===== config.mk =====
export PLATFORM = sky130hd
export DESIGN_NAME = jk_excitation_driver
export DESIGN_NICKNAME = d
export VERILOG_FILES = /design/src/rtl/jk_drv_pkg.sv /design/src/rtl/jk_excite.sv /design/src/rtl/jk_excitation_driver.sv
export SDC_FILE = /design/constraint.sdc
export NUM_CORES = 1
export LEC_CHECK = 0
export CORE_ASPECT_RATIO = 1.4
export CORE_MARGIN = 4
export CORE_UTILIZATION = 47
export CTS_CLUSTER_DIAMETER = 30
export DETAILED_ROUTE_END_ITERATION = 10
export GPL_TIMING_DRIVEN = 0
export PLACE_DENSITY = 0.78
export SETUP_SLACK_MARGIN = 0.4
export SKIP_LAST_GASP = 1
export SLEW_MARGIN = 25
export SYNTH_ARGS = -nofsm -noshare
export SYNTH_HDL_FRONTEND = slang
export SYNTH_SLANG_ARGS = --single-unit
export TNS_END_PERCENT = 30

===== constraint.sdc =====
create_clock -name clk -period 2.45 [get_ports clk]
set_clock_uncertainty 0.05 [all_clocks]
set_input_delay 0.6125 -clock clk [delete_from_list [all_inputs] [get_ports clk]]
set_output_delay 0.6125 -clock clk [all_outputs]
set_load 0.005 [all_outputs]

===== src/rtl/jk_drv_pkg.sv =====
// Shared types, constants and the per-bit JK excitation rule for jk_excitation_driver.
// Build option: define JK_DRV_MIN_EXCITE_EN for minimal (hold-if-correct) excitation.
package jk_drv_pkg;

    typedef enum logic [1:0] {
        ST_IDLE  = 2'd0,
        ST_DRIVE = 2'd1,
        ST_CHECK = 2'd2
    } state_t;

    localparam int ERR_CNT_W = 8;

    // Returns {j, k} that moves a flip-flop currently at c to t; never {1,1}.
    function automatic logic [1:0] excite_bit(input logic t, input logic c);
`ifdef JK_DRV_MIN_EXCITE_EN
        return {t & ~c, ~t & c};
`else
        // c cannot change a forced drive; it is folded in so both builds share one signature
        return {t & (c | ~c), ~t};
`endif
    endfunction

endpackage


===== src/rtl/jk_excite.sv =====
// Combinational WIDTH-bit JK excitation encoder built from the package's per-bit rule.
// Build option: JK_DRV_MIN_EXCITE_EN selects minimal excitation inside jk_drv_pkg.
module jk_excite
    import jk_drv_pkg::*;
#(
    parameter int WIDTH = 4
) (
    input  logic [WIDTH-1:0] target,
    input  logic [WIDTH-1:0] q,
    output logic [WIDTH-1:0] j,
    output logic [WIDTH-1:0] k
);

    always_comb begin
        for (int i = 0; i < WIDTH; i++) begin
            {j[i], k[i]} = excite_bit(target[i], q[i]);
        end
    end

endmodule


===== src/rtl/jk_excitation_driver.sv =====
// Drives a JK flip-flop bank to a requested state, reads Q back, retries and reports failures.
// Build option: JK_DRV_MIN_EXCITE_EN selects minimal excitation (j/k only on bits that must move).
module jk_excitation_driver
    import jk_drv_pkg::*;
#(
    parameter int WIDTH     = 4,
    parameter int MAX_RETRY = 2
) (
    input  logic                 clk,
    input  logic                 rst,
    input  logic                 tgt_valid,
    output logic                 tgt_ready,
    input  logic [WIDTH-1:0]     tgt_data,
    input  logic [WIDTH-1:0]     q,
    output logic [WIDTH-1:0]     j,
    output logic [WIDTH-1:0]     k,
    output logic                 done,
    output logic                 fail,
    output logic [ERR_CNT_W-1:0] err_count
);

    localparam logic [2:0] MAX_ATT = 3'(MAX_RETRY);

    state_t               state, state_nxt;
    logic [WIDTH-1:0]     target, target_nxt;
    logic [2:0]           attempt, attempt_nxt;
    logic [WIDTH-1:0]     j_nxt, k_nxt;
    logic                 done_nxt, fail_nxt;
    logic [ERR_CNT_W-1:0] err_nxt;
    logic [WIDTH-1:0]     exc_src, exc_j, exc_k;

    // One encoder serves both the first drive (fresh tgt_data) and retries (latched target).
    assign exc_src   = (state == ST_IDLE) ? tgt_data : target;
    assign tgt_ready = (state == ST_IDLE);

    jk_excite #(.WIDTH(WIDTH)) u_excite (
        .target (exc_src),
        .q      (q),
        .j      (exc_j),
        .k      (exc_k)
    );

    always_comb begin
        // NOTE: every output of this block gets a default first, so no path can infer a latch.
        state_nxt   = state;
        target_nxt  = target;
        attempt_nxt = attempt;
        j_nxt       = '0;
        k_nxt       = '0;
        done_nxt    = 1'b0;
        fail_nxt    = 1'b0;
        err_nxt     = err_count;

        case (state)
            ST_IDLE: begin
                if (tgt_valid) begin
                    state_nxt   = ST_DRIVE;
                    target_nxt  = tgt_data;
                    attempt_nxt = '0;
                    j_nxt       = exc_j;
                    k_nxt       = exc_k;
                end
            end
            ST_DRIVE: begin
                state_nxt = ST_CHECK;
            end
            ST_CHECK: begin
                if (q == target) begin
                    state_nxt = ST_IDLE;
                    done_nxt  = 1'b1;
                end else if (attempt < MAX_ATT) begin
                    state_nxt   = ST_DRIVE;
                    attempt_nxt = attempt + 3'd1;
                    j_nxt       = exc_j;
                    k_nxt       = exc_k;
                end else begin
                    state_nxt = ST_IDLE;
                    done_nxt  = 1'b1;
                    fail_nxt  = 1'b1;
                    if (err_count != '1) begin
                        err_nxt = err_count + 1'b1;
                    end
                end
            end
            default: begin
                state_nxt = ST_IDLE;
            end
        endcase
    end

    always_ff @(posedge clk) begin
        if (rst) begin
            state     <= ST_IDLE;
            target    <= '0;
            attempt   <= '0;
            j         <= '0;
            k         <= '0;
            done      <= 1'b0;
            fail      <= 1'b0;
            err_count <= '0;
        end else begin
            // NOTE: non-blocking assignments so every register samples pre-edge values.
            state     <= state_nxt;
            target    <= target_nxt;
            attempt   <= attempt_nxt;
            j         <= j_nxt;
            k         <= k_nxt;
            done      <= done_nxt;
            fail      <= fail_nxt;
            err_count <= err_nxt;
        end
    end

endmodule


==> impl_metrics.py <==
metrics = {
    "worst_setup_path": {
        "crit_family": "simple AND/OR/NAND/NOR gates",
        "worstPathArrival_ns": 2.25,
        "crit_buf_inv": 2,
        "cp-start-kind": "primary input",
        "cpPeakStageDelay_ns": 0.52,
        "crit_fanout": 10,
        "crit_chain": "clkdlybuf4s50_1 > xnor2_2 > and4_1 > buf_6 > or4_4 > o22ai_1",
        "end_kind": "register",
        "cp_slowest_cell": "or4_4",
        "crit_required_ns": 2.66,
        "criticalPathCategory": "in2reg",
    },
    "clocking": {
        "cts.clk_slew.worst_paths_ns": 0.14,
        "clockBufferDepth": 2,
        "cts_htree_levels": 1,
        "root_buffer": "clkbuf_4",
        "cts_tree": "yes",
        "clkLatencyLatePin_ns": 0.32,
        "cts_sinks": 27,
        "cts_buffers": 3,
        "post_cts_buffers": 0,
    },
    "place": {
        "io_buffers": 29,
        "place_area_um2": 1460,
        "dp_hpwl_um": 2030,
        "place.gp.congestion": 0.843,
    },
    "timing": {
        "relSlewSlack": 0.658,
        "slew_viol_final": 0,
        "worstMarginPinSlew_ns": 0.513,
        "finalSetupTns_ns": 0,
        "max_freq_mhz": 490,
        "setup_viol": 0,
        "rsz0062_at_grt": "true",
        "period_share": 0.833,
        "finalCriticalPeriod_ns": 2.04,
        "hold_viol": 0,
    },
    "yosys": {
        "syn_area_per_cell_um2": 9.28,
        "synthDistinctLibCells": 32,
        "netlist_area_um2": 1140,
        "syn-num-nets": 136,
        "ys_seq_area_frac": 0.474,
        "ys_ff_latch": 27,
        "yosysWarnings": 0,
        "synth_cells": 123,
    },
    "global_route": {
        "grt_pass1_wl_um": 4750,
        "grt_pass1_vias": 1083,
        "grt_overflow": 0,
        "grt_start_max_net_pins": 16,
        "grtUsageTotal": 0.183,
        "grt_antenna_before_repair": 0,
    },
    "status": {
        "status": "finished, final reports clean",
    },
    "layout": {
        "area_delta_synth_final_pct": 33.7,
        "layout_commonest_cell": "clkdlybuf4s50_1",
        "seq_area_um2": 547,
        "multi_input_area_um2": 592,
        "postLayoutCellArea_um2": 1530,
        "fillers": 190,
        "layout_common_cells": "clkdlybuf4s50_1, dfxtp_1, nand2_1, a21oi_1",
        "layout-drive-gt1-share": 0.115,
        "insertedDiodeCount": 0,
        "fin_nets": 170,
    },
    "pwr": {
        "total_power_mw": 0.756,
        "power_density_nw_per_um2": 496,
        "power_leakage_nw": 0.521,
        "peakVddDrop_uv": 374,
    },
    "drt": {
        "ant_nets": 0,
        "vias": 1065,
        "routed_wl_um": 2780,
        "drtIter0Drc": 23,
        "drc": 0,
        "via_per_inst": 5.98,
        "dr.pass1.iters": 4,
        "wl_per_cell_um": 15.6,
    },
    "floorplanning": {
        "io_pins": 30,
        "fp-row-count": 20,
        "die_area_um2": 3290,
        "fp.dieH_um": 66.3,
        "core_um2": 2250,
        "dieWidth_um": 49.6,
        "floorplan.initialDensity": 0.507,
    },
    "job": {
        "drv_cap": 0,
    },
    "worst_hold_path": {
        "worstHoldPathType": "reg2reg",
    },
}
-- flip-flops by register name, indices dropped and copies added, names as in the netlist --
name / count
k: 4
done: 1
j: 4
attempt: 3
err_count: 8
target: 4
state: 2
fail: 1
-- worst register-to-register path, cell delays in order (launching register included) --
cell      delay, ns
dfxtp_4        0.40
ha_1           0.25
and3_1         0.19
a211o_1        0.33
clkbuf_4       0.22
or3b_1         0.35
a21oi_1        0.12
-- cells in the mapped netlist --
cell type   n  area share
a211o_1     1      0.0077
a21oi_1    15       0.066
a22o_1      3       0.023
a31oi_1     1      0.0055
a32o_1      1      0.0088
and2_1      2       0.011
and3_1      1      0.0055
and4_1      2       0.015
buf_4       1      0.0066
buf_6       1      0.0099
clkbuf_1    4       0.013
dfxtp_1    27        0.47
ha_1        2       0.022
inv_1       1      0.0033
mux2_2      1      0.0099
nand2_1    13       0.043
nand2b_1    3       0.016
nand3_1     2      0.0088
nand4_1     5       0.027
nor2_1      5       0.016
nor2b_1     2       0.011
nor3_1      2      0.0088
nor3b_1     2       0.013
nor4_2      1       0.011
o21ai_0     2      0.0088
o22ai_1     4       0.022
o31ai_1     6       0.039
or3_1       1      0.0055
or3b_1      1      0.0077
or4_1       6       0.039
or4_4       1      0.0099
xnor2_1     4       0.031
-- cells by family after synthesis --
group | after synthesis | share of synthesized area
AO/OA/AOI/OAI | 33 | 0.181
XOR/XNOR | 4 | 0.0307
AND/OR/NAND/NOR | 49 | 0.250
adder cells (fa/ha/maj) | 2 | 0.0219
multiplexers | 1 | 0.00987
flip-flops | 27 | 0.474
buffers and inverters | 7 | 0.0329
-- area by class of cell --
type                       instances  area share
clock buffer                       3      0.0148
multi-input combinational         89       0.388
inverter                           1     0.00246
sequential                        27       0.358
tap                               22      0.0180
timing repair buffer              29       0.190
clock inverter                     1     0.00328
buffer                             6      0.0246
-- path summary, 6_finish.rpt --
check,startpoint,endpoint,slack [ns],depth (start not counted)
setup / recovery,q[3],k[0],0.41,6
setup reg to reg,err_count[0],err_count[1],0.48,6
hold reg to reg,state[1],state[1],0.46,1
hold / removal,state[1],state[1],0.46,1
-- through the flow --
stage,hold slack (ns),utilization,worst slack (ns),instances
floorplan,0.419,-,0.603,123
global placement,0.429,0.648,0.125,174
detailed placement,0.436,0.648,0.0757,174
CTS,0.457,0.661,0.369,178
global route,0.475,0.677,0.382,178
finish,0.457,0.677,0.408,178
-- per-layer routing --
| metal | share of wire | vias up | global-route usage |
|---|---|---|---|
| met1 | 0.45 | 498 | 0.212 |
| li1 | - | 527 | - |
| met2 | 0.50 | 34 | 0.328 |
| met4 | 0.015 | 0 | 0.0865 |
| met3 | 0.036 | 6 | 0.0248 |
| met5 | 0 | - | 0 |
-- where the power goes --
part           leakage, nW  total, mW  switching [mW]  internal, mW
Sequential           0.221      0.465          0.0118         0.453
Clock               0.0177      0.188           0.127        0.0611
Combinational        0.282      0.103          0.0469        0.0559
-- what timing repair did --
item / CTS / global route
resized for setup: 1 / 13
hold buffers: 0 / 0
endpoints found under the setup margin: 3 / 16
pin swaps: 0 / 4
Note: power is estimated with default switching activity, not from simulation.
